### config.mk
export PLATFORM = sky130hd
export DESIGN_NAME = spi_demux_router
export DESIGN_NICKNAME = d
export VERILOG_FILES = /design/src/rtl/spi_demux_router.sv
export SDC_FILE = /design/constraint.sdc
export NUM_CORES = 1
export LEC_CHECK = 0
export CAP_MARGIN = 20
export CORE_MARGIN = 1
export CORE_UTILIZATION = 25
export DETAILED_ROUTE_END_ITERATION = 6
export MAX_ROUTING_LAYER = met4
export PLACE_DENSITY = 0.54
export SLEW_MARGIN = 20
export SYNTH_ARGS = -nofsm -noshare
export SYNTH_HDL_FRONTEND = slang
export SYNTH_SLANG_ARGS = --single-unit
export TNS_END_PERCENT = 100
### constraint.sdc
create_clock -name clk -period 1.4 [get_ports clk]
set_input_delay 0.28 -clock clk [delete_from_list [all_inputs] [get_ports clk]]
set_output_delay 0.28 -clock clk [all_outputs]
set_load 0.05 [all_outputs]
### src/rtl/spi_demux_router.sv
// -----------------------------------------------------------------------------
// spi_demux_router
//
// Purpose:
//   Registered 1:NCH demultiplexer for the SPI receive datapath. It takes a
//   valid/ready byte stream and steers each word into one of NCH single-entry
//   channel buffers. Each buffer has its own valid/ready handshake. A packet
//   (first word up to and including the word flagged `last`) is locked to the
//   channel selected on its first word. Words addressed to a channel index
//   >= NCH are accepted and discarded, and a saturating drop counter records
//   each one.
//
// Parameters:
//   DW   data word width
//   NCH  number of output channels (2..16)
//   SW   select width, 2**SW >= NCH
//
// Ports:
//   clk        clock, rising edge
//   rst_n      asynchronous active-low reset
//   in_data    input word
//   in_sel     destination channel, only looked at while idle
//   in_last    final word of a packet
//   in_valid   input word present
//   in_ready   input word accepted when high together with in_valid
//   out_data   channel k data at [k*DW +: DW]
//   out_last   per-channel last flag of the buffered word
//   out_valid  per-channel buffer full
//   out_ready  per-channel consumer ready
//   busy       high while a packet is locked
//   drop_cnt   saturating count of discarded out-of-range words
//
// Build option:
//   SPI_DEMUX_HIZ_EN  when defined, an empty channel drives its out_data slice
//                     and out_last bit to z (legacy shared-bus consumers).
//                     When undefined, an empty channel drives zeros.
// -----------------------------------------------------------------------------
module spi_demux_router #(
    parameter int DW  = 8,
    parameter int NCH = 2,
    parameter int SW  = 1
) (
    input  logic              clk,
    input  logic              rst_n,
    input  logic [DW-1:0]     in_data,
    input  logic [SW-1:0]     in_sel,
    input  logic              in_last,
    input  logic              in_valid,
    output logic              in_ready,
    output logic [NCH*DW-1:0] out_data,
    output logic [NCH-1:0]    out_last,
    output logic [NCH-1:0]    out_valid,
    input  logic [NCH-1:0]    out_ready,
    output logic              busy,
    output logic [7:0]        drop_cnt
);

    typedef enum logic {
        ST_IDLE = 1'b0,
        ST_LOCK = 1'b1
    } state_t;

    state_t          r_state;
    logic [SW-1:0]   r_cur_sel;
    logic            r_busy;
    logic [7:0]      r_drop_cnt;

    logic [SW-1:0]   w_target;
    logic [NCH-1:0]  w_hit;
    logic [NCH-1:0]  w_room;
    logic [NCH-1:0]  w_load;
    logic [NCH-1:0]  w_full;
    logic            w_in_range;
    logic            w_accept;

    // While a packet is locked the stored select wins; in_sel is ignored.
    assign w_target = (r_state == ST_LOCK) ? r_cur_sel : in_sel;

    // One-hot decode of the target. A select >= NCH matches no channel, so
    // the OR of the decode doubles as the in-range test.
    genvar gi;
    generate
        for (gi = 0; gi < NCH; gi = gi + 1) begin : g_decode
            assign w_hit[gi]  = (w_target == SW'(gi));
            // Room if empty, or if the consumer drains this very cycle.
            assign w_room[gi] = ~w_full[gi] | out_ready[gi];
        end
    endgenerate

    assign w_in_range = |w_hit;
    // Out-of-range words are always taken so they can be discarded.
    assign in_ready   = ~w_in_range | (|(w_hit & w_room));
    assign w_accept   = in_valid & in_ready;
    assign w_load     = w_hit & {NCH{w_accept}};

    // Packet-routing FSM; busy is registered alongside the state.
    always_ff @(posedge clk or negedge rst_n) begin
        if (!rst_n) begin
            r_state   <= ST_IDLE;
            r_cur_sel <= '0;
            r_busy    <= 1'b0;
        end else if (w_accept) begin
            case (r_state)
                ST_IDLE: begin
                    if (!in_last) begin
                        r_state   <= ST_LOCK;
                        r_cur_sel <= in_sel;
                        r_busy    <= 1'b1;
                    end
                end
                ST_LOCK: begin
                    if (in_last) begin
                        r_state <= ST_IDLE;
                        r_busy  <= 1'b0;
                    end
                end
                default: begin
                    r_state <= ST_IDLE;
                    r_busy  <= 1'b0;
                end
            endcase
        end
    end

    // Drop counter sticks at 255 rather than wrapping.
    always_ff @(posedge clk or negedge rst_n) begin
        if (!rst_n) begin
            r_drop_cnt <= 8'd0;
        end else if (w_accept && !w_in_range && (r_drop_cnt != 8'hFF)) begin
            r_drop_cnt <= r_drop_cnt + 8'd1;
        end
    end

    assign busy     = r_busy;
    assign drop_cnt = r_drop_cnt;

    // Per-channel one-entry buffers.
    generate
        for (gi = 0; gi < NCH; gi = gi + 1) begin : g_chan
            logic          r_full;
            logic          r_last;
            logic [DW-1:0] r_data;

            // A load takes priority over a drain, so a simultaneous
            // drain+load leaves the buffer full with the new word.
            always_ff @(posedge clk or negedge rst_n) begin
                if (!rst_n) begin
                    r_full <= 1'b0;
                    r_last <= 1'b0;
                    r_data <= '0;
                end else if (w_load[gi]) begin
                    r_full <= 1'b1;
                    r_last <= in_last;
                    r_data <= in_data;
                end else if (r_full && out_ready[gi]) begin
                    r_full <= 1'b0;
                end
            end

            assign w_full[gi]    = r_full;
            assign out_valid[gi] = r_full;

`ifdef SPI_DEMUX_HIZ_EN
            assign out_data[gi*DW +: DW] = r_full ? r_data : {DW{1'bz}};
            assign out_last[gi]          = r_full ? r_last : 1'bz;
`else
            assign out_data[gi*DW +: DW] = r_full ? r_data : {DW{1'b0}};
            assign out_last[gi]          = r_full & r_last;
`endif
        end
    endgenerate

endmodule

==> results.md, run 1 <==
* Syn Area/Cell at 12.0 sq um
* CP peak stage delay at 380 ps
* Floorplan core area at 4440 sq um
* Post-DRT Antenna Nets at 0
* Clock-pin slew on the worst setup and hold paths at 90 ps
* Seq/Total Area, Yosys at 48.8%
* Overflow after GRT at 0
* Port Buf Inserts at 36
* Fillers at 390
* Clock tree buffer depth at 2
* Clock sinks at 23
* Via count at 921
* Worst path top cell family by delay: multiplexers
* Tightest Hold Check Type: input port to async pin
* Gpl congestion at 0.762
* Max VDD drop at 0.601 mV
* CP Buf/Inv Count at 1
* Post-route cell area at 2150 sq um
* Global-route wire length before repair at 4970 um
* Max Used Layer: met4
* Via-to-Cell Ratio at 4.47
* EDFF count, synth at 0
* Endpoints failing setup at 39
* Placed Area at 1860 sq um
* Largest net degree at the start of global routing at 24
* Fmax at 580 MHz
* Worst Path Max Fanout at 2
* Worst Skew at 1.51 ps
* Failing checks: DRC, setup timing
* Most used DFF post-synth: dfrtp_1
* Syn Inst Count at 98
* Required time worst endpoint at 1120 ps
* Cell with the most instances after synthesis: dfrtp_1
* CP Launch Type: register
* Total wire length at 3140 um
* Overall Power at 4.78 mW
* Hold buffers post-CTS at 0
* Library cells used by synthesis at 25
* Tmin final at 1720 ps
* DR WL met2 at 1550 um
* CP Cell Sequence: mux2i_2 -> mux2_4 -> buf_8
* Post-Place Cells at 191
* Final core utilization at 48.5%
* Pwr dens at 2220 nW/um^2
* Worst endpoint data arrival time at 1440 ps
* Starting Density at 26.5%
* Top cell type by total area after synthesis: dfrtp_1
* Remaining DRCs at 11
* Met3 routed WL at 170 um
* Num rows at 24
* Pre-Repair DR Iteration Count at 6
* Period utilisation layout at 123%
* Die Span Y at 70.7 um
* Initial DRC Count at 50
* DIE AREA at 4990 sq um
* Reg2Reg Depth at 5
* Htree depth at 1
* Outcome: finished, violations left
* Met1 wire length at 1400 um
* Post-Syn Area at 1180 sq um
* Max_cap viols at 0
* Root buffer cell: clkbuf_8
* Max Slew Vio Count at 0
* Leakage at 1.00 nW
* Yosys top cell area share at 48.8%
* Post-synth ARST share at 100%
* # nets final at 171
* Vias in the first global route at 1,003
* Hold_ws at 370 ps
* Die Span X at 70.7 um
* RSZ-0062 raised after global routing: yes
* CTS buffer count at 3
* Inserted Diodes at 0
* I/O pin count at 45
* Crit path kind: register to output port
* Worst Setup End Kind: output port
* Initial antenna violation count at 0
* Layout cells sized above 1 at 64.3%
* Post-DP HPWL at 1980 um
* Fin Setup TNS at -3090 ps
* CTS tree: done
* Layout Cells excl Fill at 206
* Setup WS pre-CTS at -465 ps
* Synth Warn # at 0
* Levels on crit path at 3
* WL per Instance at 15.2 um
* Clk_lat worst skew at 270 ps
* Area contributors post-synth: dfrtp_1, mux2_2, and2_1
* Final hold vios at 0
* Final WS setup at -323 ps
* #FFs+latches synth at 23
* Top cells by count, synth: dfrtp_1, and2_1, mux2_2
* GRT Overall Usage at 13.5%
* Critical path's slowest cell: dfrtp_1
* Layout area overhead at 82.8%
* Register-to-register setup slack at -230 ps
cell type report:
type / count / area [sq um] / area share [%]
Timing Repair Buffer: 57 / 786 / 36.5
Multi-Input combinational cell: 68 / 671 / 31.1
Sequential cell: 23 / 577 / 26.8
Tap cell: 52 / 65.1 / 3.02
Clock buffer: 3 / 41.3 / 1.92
Inverter: 2 / 10.0 / 0.465
Clock inverter: 1 / 5.00 / 0.232
state kept, by name, indices dropped and copies added (netlist names):
register / cells
busy: 1
g_chan.r_last: 2
g_chan.r_full: 2
r_cur_sel: 1
r_state: 1
g_chan.r_data: 16
logic make-up after synthesis:
family / count (synthesis) / share of synthesized area [%]
adder cells (fa/ha/maj): 1 / 1.06
AO/OA/AOI/OAI: 8 / 4.03
multiplexers: 19 / 19.0
AND/OR/NAND/NOR: 31 / 17.5
flip-flops: 23 / 48.8
buffers and inverters: 15 / 9.24
other: 1 / 0.318
per-layer routing:
layer  track usage [%]  vias up
li1                  -      422
met1              16.4      457
met2              23.2       39
met3              1.99        3
met4              4.44        0
met5                 -        -
path summary, 6_finish.rpt:
kind,startpoint,endpoint
max,r_state,in_ready
min,rst_n,g_chan[1].r_full
max reg2reg,r_state,busy
min reg2reg,g_chan[1].r_last,g_chan[1].r_last
max in group asynchronous,rst_n,g_chan[0].r_full
min in group clk,out_ready[1],g_chan[1].r_full
cell usage in the layout (no fill, tap or decap), types with 3 or more instances in the layout:
cell type        netlist  routed
and2_4                 0      18
buf_12                 0      22
buf_4                 10      13
buf_6                  2       6
clkbuf_8               0       3
clkdlybuf4s50_1        0      12
conb_1                 1       8
dfrtp_1               23      22
mux2_2                16       8
mux2_4                 2      10
nand2_1                5       3
nand3b_4               1       3
what timing repair did:
| action | in CTS | in global routing |
|---|---|---|
| buffers inserted | 7 | 3 |
| cloned | 3 | 0 |
| pin swaps | 0 | 3 |
| gates resized for setup | 38 | 12 |
| setup endpoints to repair | 36 | 40 |
report_power, final:
| part | internal, mW | switching, mW | total (mW) | leakage [nW] |
|---|---|---|---|---|
| registers | 0.966 | 0.182 | 1.15 | 0.274 |
| clock network | 0.199 | 0.230 | 0.429 | 0.0255 |
| logic | 1.73 | 1.47 | 3.20 | 0.705 |
| total | 2.90 | 1.88 | 4.78 | 1.00 |
Power figures use the tool's default switching activity.
==> inputs of run 2 (changes only) <==
==> constraint.sdc (replaced) <==
create_clock -name clk -period 1.4 [get_ports clk]
set_input_delay 0.14 -clock clk [delete_from_list [all_inputs] [get_ports clk]]
set_output_delay 0.14 -clock clk [all_outputs]
set_load 0.05 [all_outputs]
==> run 2 against run 1 <==
The flow still finishes with violations (DRC, setup timing); worst setup slack improved by 19 ps; global-route usage fell by 0.29 points; sequential power about the same; clock-buffer cell count did not move; clock skew is 4.7 ps higher; sequential share of layout area up 0.68 points; register-to-register slack about the same; maximum frequency rose by 1.1%; design area down 2.7%; utilization is 1.3 points lower; combinational power decreased by 6.6%; largest cell class unchanged; highest routed layer unchanged.
==> results.md, run 2 (same netlist as run 1, synthesis figures left out) <==
* Outcome: finished, violations left
* Failing checks: DRC, setup timing
* Starting Density at 26.5%
* Clock tree buffer depth at 2
* Grt met3 use at 2.28%
* Final hold vios at 0
* Gpl congestion at 0.730
* Clk_lat worst skew at 270 ps
* Clock-pin slew on the worst setup and hold paths at 90 ps
* Routing usage on met2 at 23.4%
* Worst endpoint data arrival time at 1560 ps
* Gr busiest metal: met2
* CP Cell Sequence: mux2i_2 -> mux2_4 -> buf_6 -> buf_8
* DIE AREA at 4990 sq um
* CTS tree: done
* Layout area overhead at 77.9%
* Commonest non-fill, non-tap cell in the layout: dfrtp_1
* Final WS setup at -304 ps
* Root buffer cell: clkbuf_8
* Via-to-Cell Ratio at 4.35
* Hold buffers post-CTS at 0
* Register-to-register setup slack at -240 ps
* Overall Power at 4.55 mW
* Die Span Y at 70.7 um
* Reg2Reg Depth at 5
* Layout cells sized above 1 at 52.9%
* Largest register by flop count: g_chan.r_data
* Htree depth at 1
* Endpoints failing setup at 21
* Worst Skew at 6.21 ps
* Via count at 892
* Initial DRC Count at 42
* Worst path top cell family by delay: multiplexers
* Leakage at 0.960 nW
* Post-DRT Antenna Nets at 0
* Remaining DRCs at 10
* Reg-to-Reg End: busy
* Vias in the first global route at 1,003
* RR Startpoint: r_state
* Clock sinks at 23
* Pre-Repair DR Iteration Count at 7
* Port Buf Inserts at 36
* Tmin final at 1700 ps
* Largest registers in the final layout: g_chan.r_data x16, g_chan.r_full x2, g_chan.r_last x2
* Initial antenna violation count at 0
* GRT Overall Usage at 13.2%
* Most frequent cells in the layout: dfrtp_1, buf_12, and2_1
* CP Buf/Inv Count at 2
* Max VDD drop at 0.679 mV
* CP Launch Type: register
* Post-DP HPWL at 1970 um
* WL per Instance at 15.2 um
* CP peak stage delay at 400 ps
* Critical path's slowest cell: dfrtp_1
* Worst Setup End Kind: output port
* Largest register FFs at 16
* Die Span X at 70.7 um
* Global-route wire length before repair at 4820 um
* Largest net degree at the start of global routing at 24
* Num rows at 24
* CTS buffer count at 3
* Max Slew Vio Count at 0
* Inserted Diodes at 0
* # nets final at 170
* Met1 usage at 15.3%
* RSZ-0062 raised after global routing: yes
* Fin Setup TNS at -3820 ps
* Required time worst endpoint at 1260 ps
* I/O pin count at 45
* Tightest Hold Check Type: input port to async pin
* Floorplan core area at 4440 sq um
* Period utilisation layout at 122%
* Crit path kind: register to output port
* Pwr dens at 2170 nW/um^2
* Worst Path Max Fanout at 2
* Total wire length at 3110 um
* Overflow after GRT at 0
* Fmax at 587 MHz
* Max_cap viols at 0
## run 2: per-stage QoR
stage               instance area (sq um)  util (%)  setup WS, ps  instances  hold WS (ps)
floorplan                            1230         -          -188        105          -156
global placement                     1860      41.9          -282        193           462
detailed placement                   1860      41.9          -305        193           465
CTS                                  2050      46.1          -253        205           237
global route                         2100      47.2          -355        205           256
finish                               2100      47.2          -304        205           229
## run 2: repair_timing
action / 4_1_cts / 5_1_grt
pin swaps: 1 / 3
endpoints found under the setup margin: 19 / 24
setup buffers: 6 / 1
resized for setup: 13 / 15
hold endpoints to repair: 0 / 0
cloned: 2 / 0
## run 2: worst max-delay path by stage
stage / from / end / depth (start not counted)
floorplan: r_state / busy / 4
global placement: out_ready[1] / busy / 5
detailed placement: in_sel / busy / 5
CTS: r_state / in_ready / 4
global route: r_state / in_ready / 4
finish: r_state / in_ready / 4
## run 2: cell type report
cell class	instances	area (sq um)
clock buffers	3	41.3
multi-input cells	68	632
repair buffers	56	768
inverters	2	7.51
fillers	387	2350
well taps	52	65.1
flip-flops and latches	23	576
clock inverters	1	7.51
## run 2: routing by layer
| metal | routed length (um) | vias to the layer above |
|---|---|---|
| met4 | 36 | 0 |
| met3 | 151 | 5 |
| met2 | 1560 | 35 |
| li1 | - | 422 |
| met1 | 1360 | 430 |
| met5 | 0 | - |
## run 2: power breakdown
part,internal [mW],switching [mW]
clock network,0.202,0.229
registers,0.964,0.161
logic,1.55,1.45
total,2.71,1.84
## run 2: worst reg2reg max path: cells and delay by family, from the launching register on
| family | cells | cell delay [ps] |
|---|---|---|
| simple gates | 1 | 60 |
| flops | 1 | 400 |
| buf+inv | 1 | 140 |
| mux | 3 | 930 |
